### src/rtl/ifc_pkg.sv
// ----------------------------------------------------------------------------
// ifc_pkg
//  Shared definitions for the range-limited lane priority encoder.
//  Holds the default lane geometry, the request/result structs and the
//  combinational encoder_function that the lane_prio_enc block wraps.
//
//  Contents:
//    PKG_NUM_LANES    default number of byte lanes
//    PKG_LANE_W       default bits per lane
//    PKG_IDX_W        default lane index width (2**IDX_W >= NUM_LANES)
//    encoder_func_in  {vec_in, left, right}  one encode request
//    encoder_func_out {found, vec_index}     one encode result
//    window_mask()    eligible-lane mask for an inclusive [left..right] window
//    encoder_function() lowest eligible non-zero lane
// ----------------------------------------------------------------------------
package ifc_pkg;

    localparam int PKG_NUM_LANES = 4;
    localparam int PKG_LANE_W    = 8;
    localparam int PKG_IDX_W     = 3;

    typedef logic [PKG_LANE_W-1:0] lane_t;
    typedef logic [PKG_IDX_W-1:0]  idx_t;

    // Highest physical lane number; window ends beyond it are clamped here.
    localparam idx_t LAST_LANE = idx_t'(PKG_NUM_LANES - 1);

    typedef struct packed {
        lane_t [PKG_NUM_LANES-1:0] vec_in;
        idx_t                      left;
        idx_t                      right;
    } encoder_func_in;

    typedef struct packed {
        logic found;
        idx_t vec_index;
    } encoder_func_out;

    // A lane is eligible when it lies inside [left..min(right, LAST_LANE)].
    // An empty window (left > right, or left past the last lane) simply
    // yields an all-zero mask, so no separate special case is needed.
    function automatic logic [PKG_NUM_LANES-1:0] window_mask(
        input idx_t left,
        input idx_t right
    );
        logic [PKG_NUM_LANES-1:0] mask;
        idx_t                     hi;
        idx_t                     lane;
        hi   = (right > LAST_LANE) ? LAST_LANE : right;
        mask = '0;
        for (int i = 0; i < PKG_NUM_LANES; i++) begin
            lane    = idx_t'(i);
            mask[i] = (lane >= left) && (lane <= hi);
        end
        return mask;
    endfunction

    // Scan eligible lanes from low to high; the first non-zero lane wins.
    // Lane contents never affect priority, only whether the lane is zero.
    // With nothing found the index is forced to zero.
    function automatic encoder_func_out encoder_function(
        input encoder_func_in f_in
    );
        encoder_func_out          f_out;
        logic [PKG_NUM_LANES-1:0] mask;
        mask  = window_mask(f_in.left, f_in.right);
        f_out = '0;
        for (int i = 0; i < PKG_NUM_LANES; i++) begin
            if (!f_out.found && mask[i] && (f_in.vec_in[i] != '0)) begin
                f_out.found     = 1'b1;
                f_out.vec_index = idx_t'(i);
            end
        end
        return f_out;
    endfunction

endpackage : ifc_pkg

### src/rtl/ifc_lane_prio_enc.sv
// ----------------------------------------------------------------------------
// lane_prio_enc
//  Purely combinational window-limited priority pick. Takes one packed
//  encode request and produces the result via encoder_function.
//
//  Ports:
//    enc_in   in   encoder_func_in   lanes plus inclusive window bounds
//    enc_out  out  encoder_func_out  found flag and lowest eligible lane
// ----------------------------------------------------------------------------
module lane_prio_enc
    import ifc_pkg::*;
(
    input  encoder_func_in  enc_in,
    output encoder_func_out enc_out
);

    assign enc_out = encoder_function(enc_in);

endmodule : lane_prio_enc

### src/rtl/ifc.sv
// ----------------------------------------------------------------------------
// ifc
//  Registered range-limited priority encoder over a small array of byte
//  lanes. Each in_valid request is encoded combinationally and the result
//  is registered, giving a one-cycle latency with one result per cycle.
//  Between requests found/vec_index hold their last values.
//
//  Ports:
//    clk        in   1                    rising-edge clock
//    rst_n      in   1                    async active-low reset
//    in_valid   in   1                    request strobe
//    input_vec  in   NUM_LANES x LANE_W   lane array
//    left       in   IDX_W                window start lane (inclusive)
//    right      in   IDX_W                window end lane (inclusive)
//    out_valid  out  1                    result valid, one cycle per request
//    found      out  1                    non-zero lane found in window
//    vec_index  out  IDX_W                lowest non-zero lane in window
// ----------------------------------------------------------------------------
module ifc
    import ifc_pkg::*;
#(
    parameter int NUM_LANES = PKG_NUM_LANES,
    parameter int LANE_W    = PKG_LANE_W,
    parameter int IDX_W     = PKG_IDX_W
) (
    input  logic              clk,
    input  logic              rst_n,
    input  logic              in_valid,
    input  logic [LANE_W-1:0] input_vec [NUM_LANES-1:0],
    input  logic [IDX_W-1:0]  left,
    input  logic [IDX_W-1:0]  right,
    output logic              out_valid,
    output logic              found,
    output logic [IDX_W-1:0]  vec_index
);

    encoder_func_in  enc_in;
    encoder_func_out enc_out;

    // Gather the unpacked lane array and window bounds into one request.
    always_comb begin
        enc_in       = '0;
        enc_in.left  = left;
        enc_in.right = right;
        for (int i = 0; i < NUM_LANES; i++) begin
            enc_in.vec_in[i] = input_vec[i];
        end
    end

    lane_prio_enc u_lane_prio_enc (
        .enc_in  (enc_in),
        .enc_out (enc_out)
    );

    // Result register. out_valid mirrors the request strobe one cycle late;
    // the result fields only load on a request so they hold otherwise.
    // An asynchronous reset drops any request in flight.
    always_ff @(posedge clk or negedge rst_n) begin
        if (!rst_n) begin
            out_valid <= 1'b0;
            found     <= 1'b0;
            vec_index <= '0;
        end else begin
            out_valid <= in_valid;
            if (in_valid) begin
                found     <= enc_out.found;
                vec_index <= enc_out.vec_index;
            end
        end
    end

endmodule : ifc

### config.mk
export PLATFORM = sky130hd
export DESIGN_NAME = ifc
export DESIGN_NICKNAME = d
export VERILOG_FILES = /design/src/rtl/ifc_pkg.sv /design/src/rtl/ifc_lane_prio_enc.sv /design/src/rtl/ifc.sv
export SDC_FILE = /design/constraint.sdc
export NUM_CORES = 1
export LEC_CHECK = 0
export ABC_AREA = 1
export CELL_PAD_IN_SITES_DETAIL_PLACEMENT = 2
export CELL_PAD_IN_SITES_GLOBAL_PLACEMENT = 2
export CORE_MARGIN = 2
export CORE_UTILIZATION = 10
export CTS_CLUSTER_SIZE = 28
export DETAILED_ROUTE_END_ITERATION = 8
export GPL_ROUTABILITY_DRIVEN = 0
export PLACE_DENSITY = 0.9
export SETUP_SLACK_MARGIN = 0.4
export SYNTH_ARGS = -nofsm -noshare
export SYNTH_HDL_FRONTEND = slang
export SYNTH_SLANG_ARGS = --single-unit
export TNS_END_PERCENT = 10
### constraint.sdc
create_clock -name clk -period 0.8 [get_ports clk]
set_clock_uncertainty 0.15 [all_clocks]
set_input_delay 0.08 -clock clk [delete_from_list [all_inputs] [get_ports clk]]
set_output_delay 0.08 -clock clk [all_outputs]
set_load 0.02 [all_outputs]
==> flow_summary_export.csv <==
group,metric,value,unit
run_status,status,"complete, but fails checks",
run_status,failed_checks,"hold timing, setup timing",
timing,slew_violations,0,
worst_setup_path,critical_path_arrival,0.75,ns
synth,synth.lib_cells_used.distinct,16,
synth,syn-cell-area,398,sq um
layout,num_antenna_cells,0,
layout,final_net_count,172,
worst_setup_path,crit_path_max_fanout,2,
clock_network,tritoncts_num_sinks,4,
timing,min_period_over_period,123,%
pwr,seqPwrFrac,21.1,%
worst_setup_path,reg2reg_to,"found",
route,drt_iter0_drc,13,
worst_setup_path,timing.critical_path.buf_inv,1,
synth,synthesis.area_per_instance,5.31,sq um
route,final_antenna_net_count,0,
layout,final_cell_count_no_fill,178,
timing,fmax,1020,MHz
floorplan,design.core.area,3740,sq um
worst_setup_path,setup.reg_to_reg.worst_slack,-0.12,ns
floorplan,top_level_ports,46,
layout,post_route_cells_drive_above_1_share,60.0,%
worst_setup_path,cp_capture_point,"found",
worst_setup_path,critPathLaunchType,"register",
pwr,power.share.clock,41.2,%
clock_network,cts_htree_levels,1,
worst_setup_path,critical_path.startpoint,"found",
pwr,vdd.ir_drop.worst,0.335,mV
pwr,comb_power_share,37.7,%
grt,grt_overflow,0,
timing,final.setup.worst_slack,-0.181,ns
route,route.detailed.drc,0,
grt,grt.total_usage,9.73,%
worst_setup_path,critical_path.top_delay_family,"flip-flops",
worst_setup_path,regToRegStartpoint,"found",
layout,layout.core_utilization,26.1,%
clock_network,tritoncts,"built",
timing,final-hold-violation-count,4,
hold_path,hp-class,"in2async",
synth,netlist_instances,75,
layout,area_used_by_multi_input_combinational_logic,360,sq um
pwr,switchingPower,0.000339,W
synth,yosysWarningCount,0,
floorplan,floorplan.die.height,67.1,um
timing,final_worst_path_period_need,0.981,ns
clock_network,total_clock_buffers_created_by_cts,3,
worst_setup_path,timing_worst_setup_path_type,"reg2out",
layout,final.fill_count,465,
worst_setup_path,critPathSlowestCell,"sky130_fd_sc_hd__dfrtp_2",
place,place_inst,172,
floorplan,die-area,4500,sq um
clock_network,worst_skew_pair.late_latency,0.22,ns
clock_network,clock_input_transition_at_the_sequential_cells_of_the_worst_setup_and_hold_paths,0.04,ns
timing,fin_hold_ws,-0.352,ns
route,post_drt_wl_per_cell,10.9,um
pwr,pwr_density_cell,1160,nW/um^2
worst_setup_path,nature_of_the_critical_path_endpoint,"primary output",
route,drt_pass1_iterations,2,
timing,rsz_0062_raised_after_global_routing,"yes",
worst_setup_path,ff2ff_path_depth,3,
synth,synth.net_count,116,
grt,grt_pass1_vias,766,
clock_network,clk_root_buffer_cell,"sky130_fd_sc_hd__clkbuf_8",
timing,finalSetupViolCount,7,
floorplan,std_cell_rows,22,
pwr,internal_power,0.000794,W
layout,register_area,101,sq um
layout,area_growth,145,%
floorplan,initial_core_util,10.6,%
pwr,power_leakage,0.480,nW
worst_setup_path,critical_path_required,0.57,ns
pwr,power_switching_share,29.9,%
floorplan,fp.dieW,67.1,um
place,port_buffers,44,
worst_setup_path,path_cells,"buf_6",
job,maxCapViolations,0,
grt,grt_start_max_net_pins,7,
grt,initial_antenna_violation_count,0,
clock_network,cts-root-to-sink-buffers,2,
synth,yosysSeqAreaShare,25.2,%
grt,first_pass_grt_wire_length,3.23,mm
route,routed_wl,1.94,mm
route,via_per_inst,3.80,
route,vias,676,
worst_setup_path,slowest_delay,0.40,ns
synth,ys_seq_elements,4,
worst_setup_path,cp.depth,1,
place,dpl.hpwl,1.77,mm
power by group through the flow:
stage          registers (W)  logic, W  clock network, W
2_1_floorplan       0.000266  0.000113                 0
3_3_place_gp        0.000238  0.000443                 0
3_5_place_dp        0.000239  0.000467                 0
4_1_cts             0.000239  0.000433          0.000476
5_1_grt             0.000242  0.000469          0.000496
6_report            0.000239  0.000427          0.000466
flip-flops by register name, summed over array words and instances (netlist names):
register   cells
found          1
out_valid      1
vec_index      2
metal layers:
layer  part of all wire [%]  track usage, %
met1                     36            9.38
met2                     54            18.6
met3                    8.8            2.87
met4                    1.7            4.59
met5                      0               0
cells in the mapped netlist:
master,instances,area share [%]
sky130_fd_sc_hd__a21oi_2,1,2.2
sky130_fd_sc_hd__o21ai_2,1,2.2
sky130_fd_sc_hd__nor2_1,28,26
sky130_fd_sc_hd__conb_1,1,0.94
sky130_fd_sc_hd__a21oi_1,1,1.3
sky130_fd_sc_hd__dfrtp_1,4,25
sky130_fd_sc_hd__nor3_1,1,1.3
sky130_fd_sc_hd__o21ai_1,1,1.3
sky130_fd_sc_hd__nand2_1,18,17
sky130_fd_sc_hd__o21ai_0,1,1.3
sky130_fd_sc_hd__nor2_2,3,4.7
sky130_fd_sc_hd__inv_2,1,0.94
sky130_fd_sc_hd__inv_1,10,9.4
sky130_fd_sc_hd__buf_4,1,1.9
sky130_fd_sc_hd__nand4_1,1,1.6
sky130_fd_sc_hd__nand3_1,2,2.5
metrics by stage:
step                      TNS [ns]  hold WS [ns]  power (W)  instance area, sq um  setup WS (ns)
after floorplan             -0.141        -0.366   0.000379                   435        -0.0516
after global placement       -3.42         0.142   0.000681                   973         -0.637
after detailed placement     -3.62         0.156   0.000705                   973         -0.714
after CTS                    -1.17        -0.348    0.00115                  1020         -0.188
after global routing         -1.32        -0.346    0.00121                   976         -0.202
final                        -1.05        -0.352    0.00113                   976         -0.181
repair_timing:
| action | in CTS | in global routing |
|---|---|---|
| endpoints found under the setup margin | 12 | 8 |
| endpoints found under the hold margin | 4 | 4 |
| gates resized for setup | 128 | 34 |
| pin swaps | 46 | 29 |
| buffers inserted | 1 | 1 |
cell type report:
type	instances	share of cell area, %
clock buffer	4	4.62
sequential	4	10.4
tap	48	6.15
multi-input combinational	59	36.9
timing repair buffer	52	37.7
inverter	11	4.23
cell usage in the layout (no fill, tap or decap):
cell and count:
sky130_fd_sc_hd__nor2_1 15, sky130_fd_sc_hd__nor2_2 10, sky130_fd_sc_hd__nand2_1 12, sky130_fd_sc_hd__clkbuf_2 14, sky130_fd_sc_hd__clkbuf_1 1, sky130_fd_sc_hd__clkdlybuf4s15_1 11
sky130_fd_sc_hd__buf_4 7, sky130_fd_sc_hd__a21oi_4 1, sky130_fd_sc_hd__conb_1 1, sky130_fd_sc_hd__o21ai_4 1, sky130_fd_sc_hd__nor3_2 1, sky130_fd_sc_hd__a21oi_2 1
sky130_fd_sc_hd__buf_6 4, sky130_fd_sc_hd__o21ai_1 2, sky130_fd_sc_hd__clkbuf_8 3, sky130_fd_sc_hd__dfrtp_1 3, sky130_fd_sc_hd__inv_2 7, sky130_fd_sc_hd__nand2_2 5
sky130_fd_sc_hd__nand3_2 1, sky130_fd_sc_hd__nor2_4 6, sky130_fd_sc_hd__clkdlybuf4s15_2 1, sky130_fd_sc_hd__nand3_1 1, sky130_fd_sc_hd__nand4_1 1, sky130_fd_sc_hd__dfrtp_2 1
sky130_fd_sc_hd__nand2_4 1, sky130_fd_sc_hd__inv_1 4, sky130_fd_sc_hd__dlygate4sd2_1 1, sky130_fd_sc_hd__buf_2 14
logic make-up after synthesis:
group           count (synthesis)  synth area share, %
simple gates                   53                 53.5
buf+inv                        12                 12.3
compound gates                  5                 8.17
flops                           4                 25.2
other cells                     1                0.942
worst min-delay path by stage:
stage          start            to  slack (ns)  depth (start not counted)
2_1_floorplan  rst_n         found       -0.37                          0
4_1_cts        rst_n  vec_index[1]       -0.35                          1
3_5_place_dp   rst_n     out_valid        0.16                          1
5_1_grt        rst_n  vec_index[1]       -0.35                          1
6_report       rst_n  vec_index[1]       -0.35                          1
3_3_place_gp   rst_n     out_valid        0.14                          1
No activity file was read; power rests on OpenSTA's default activity.
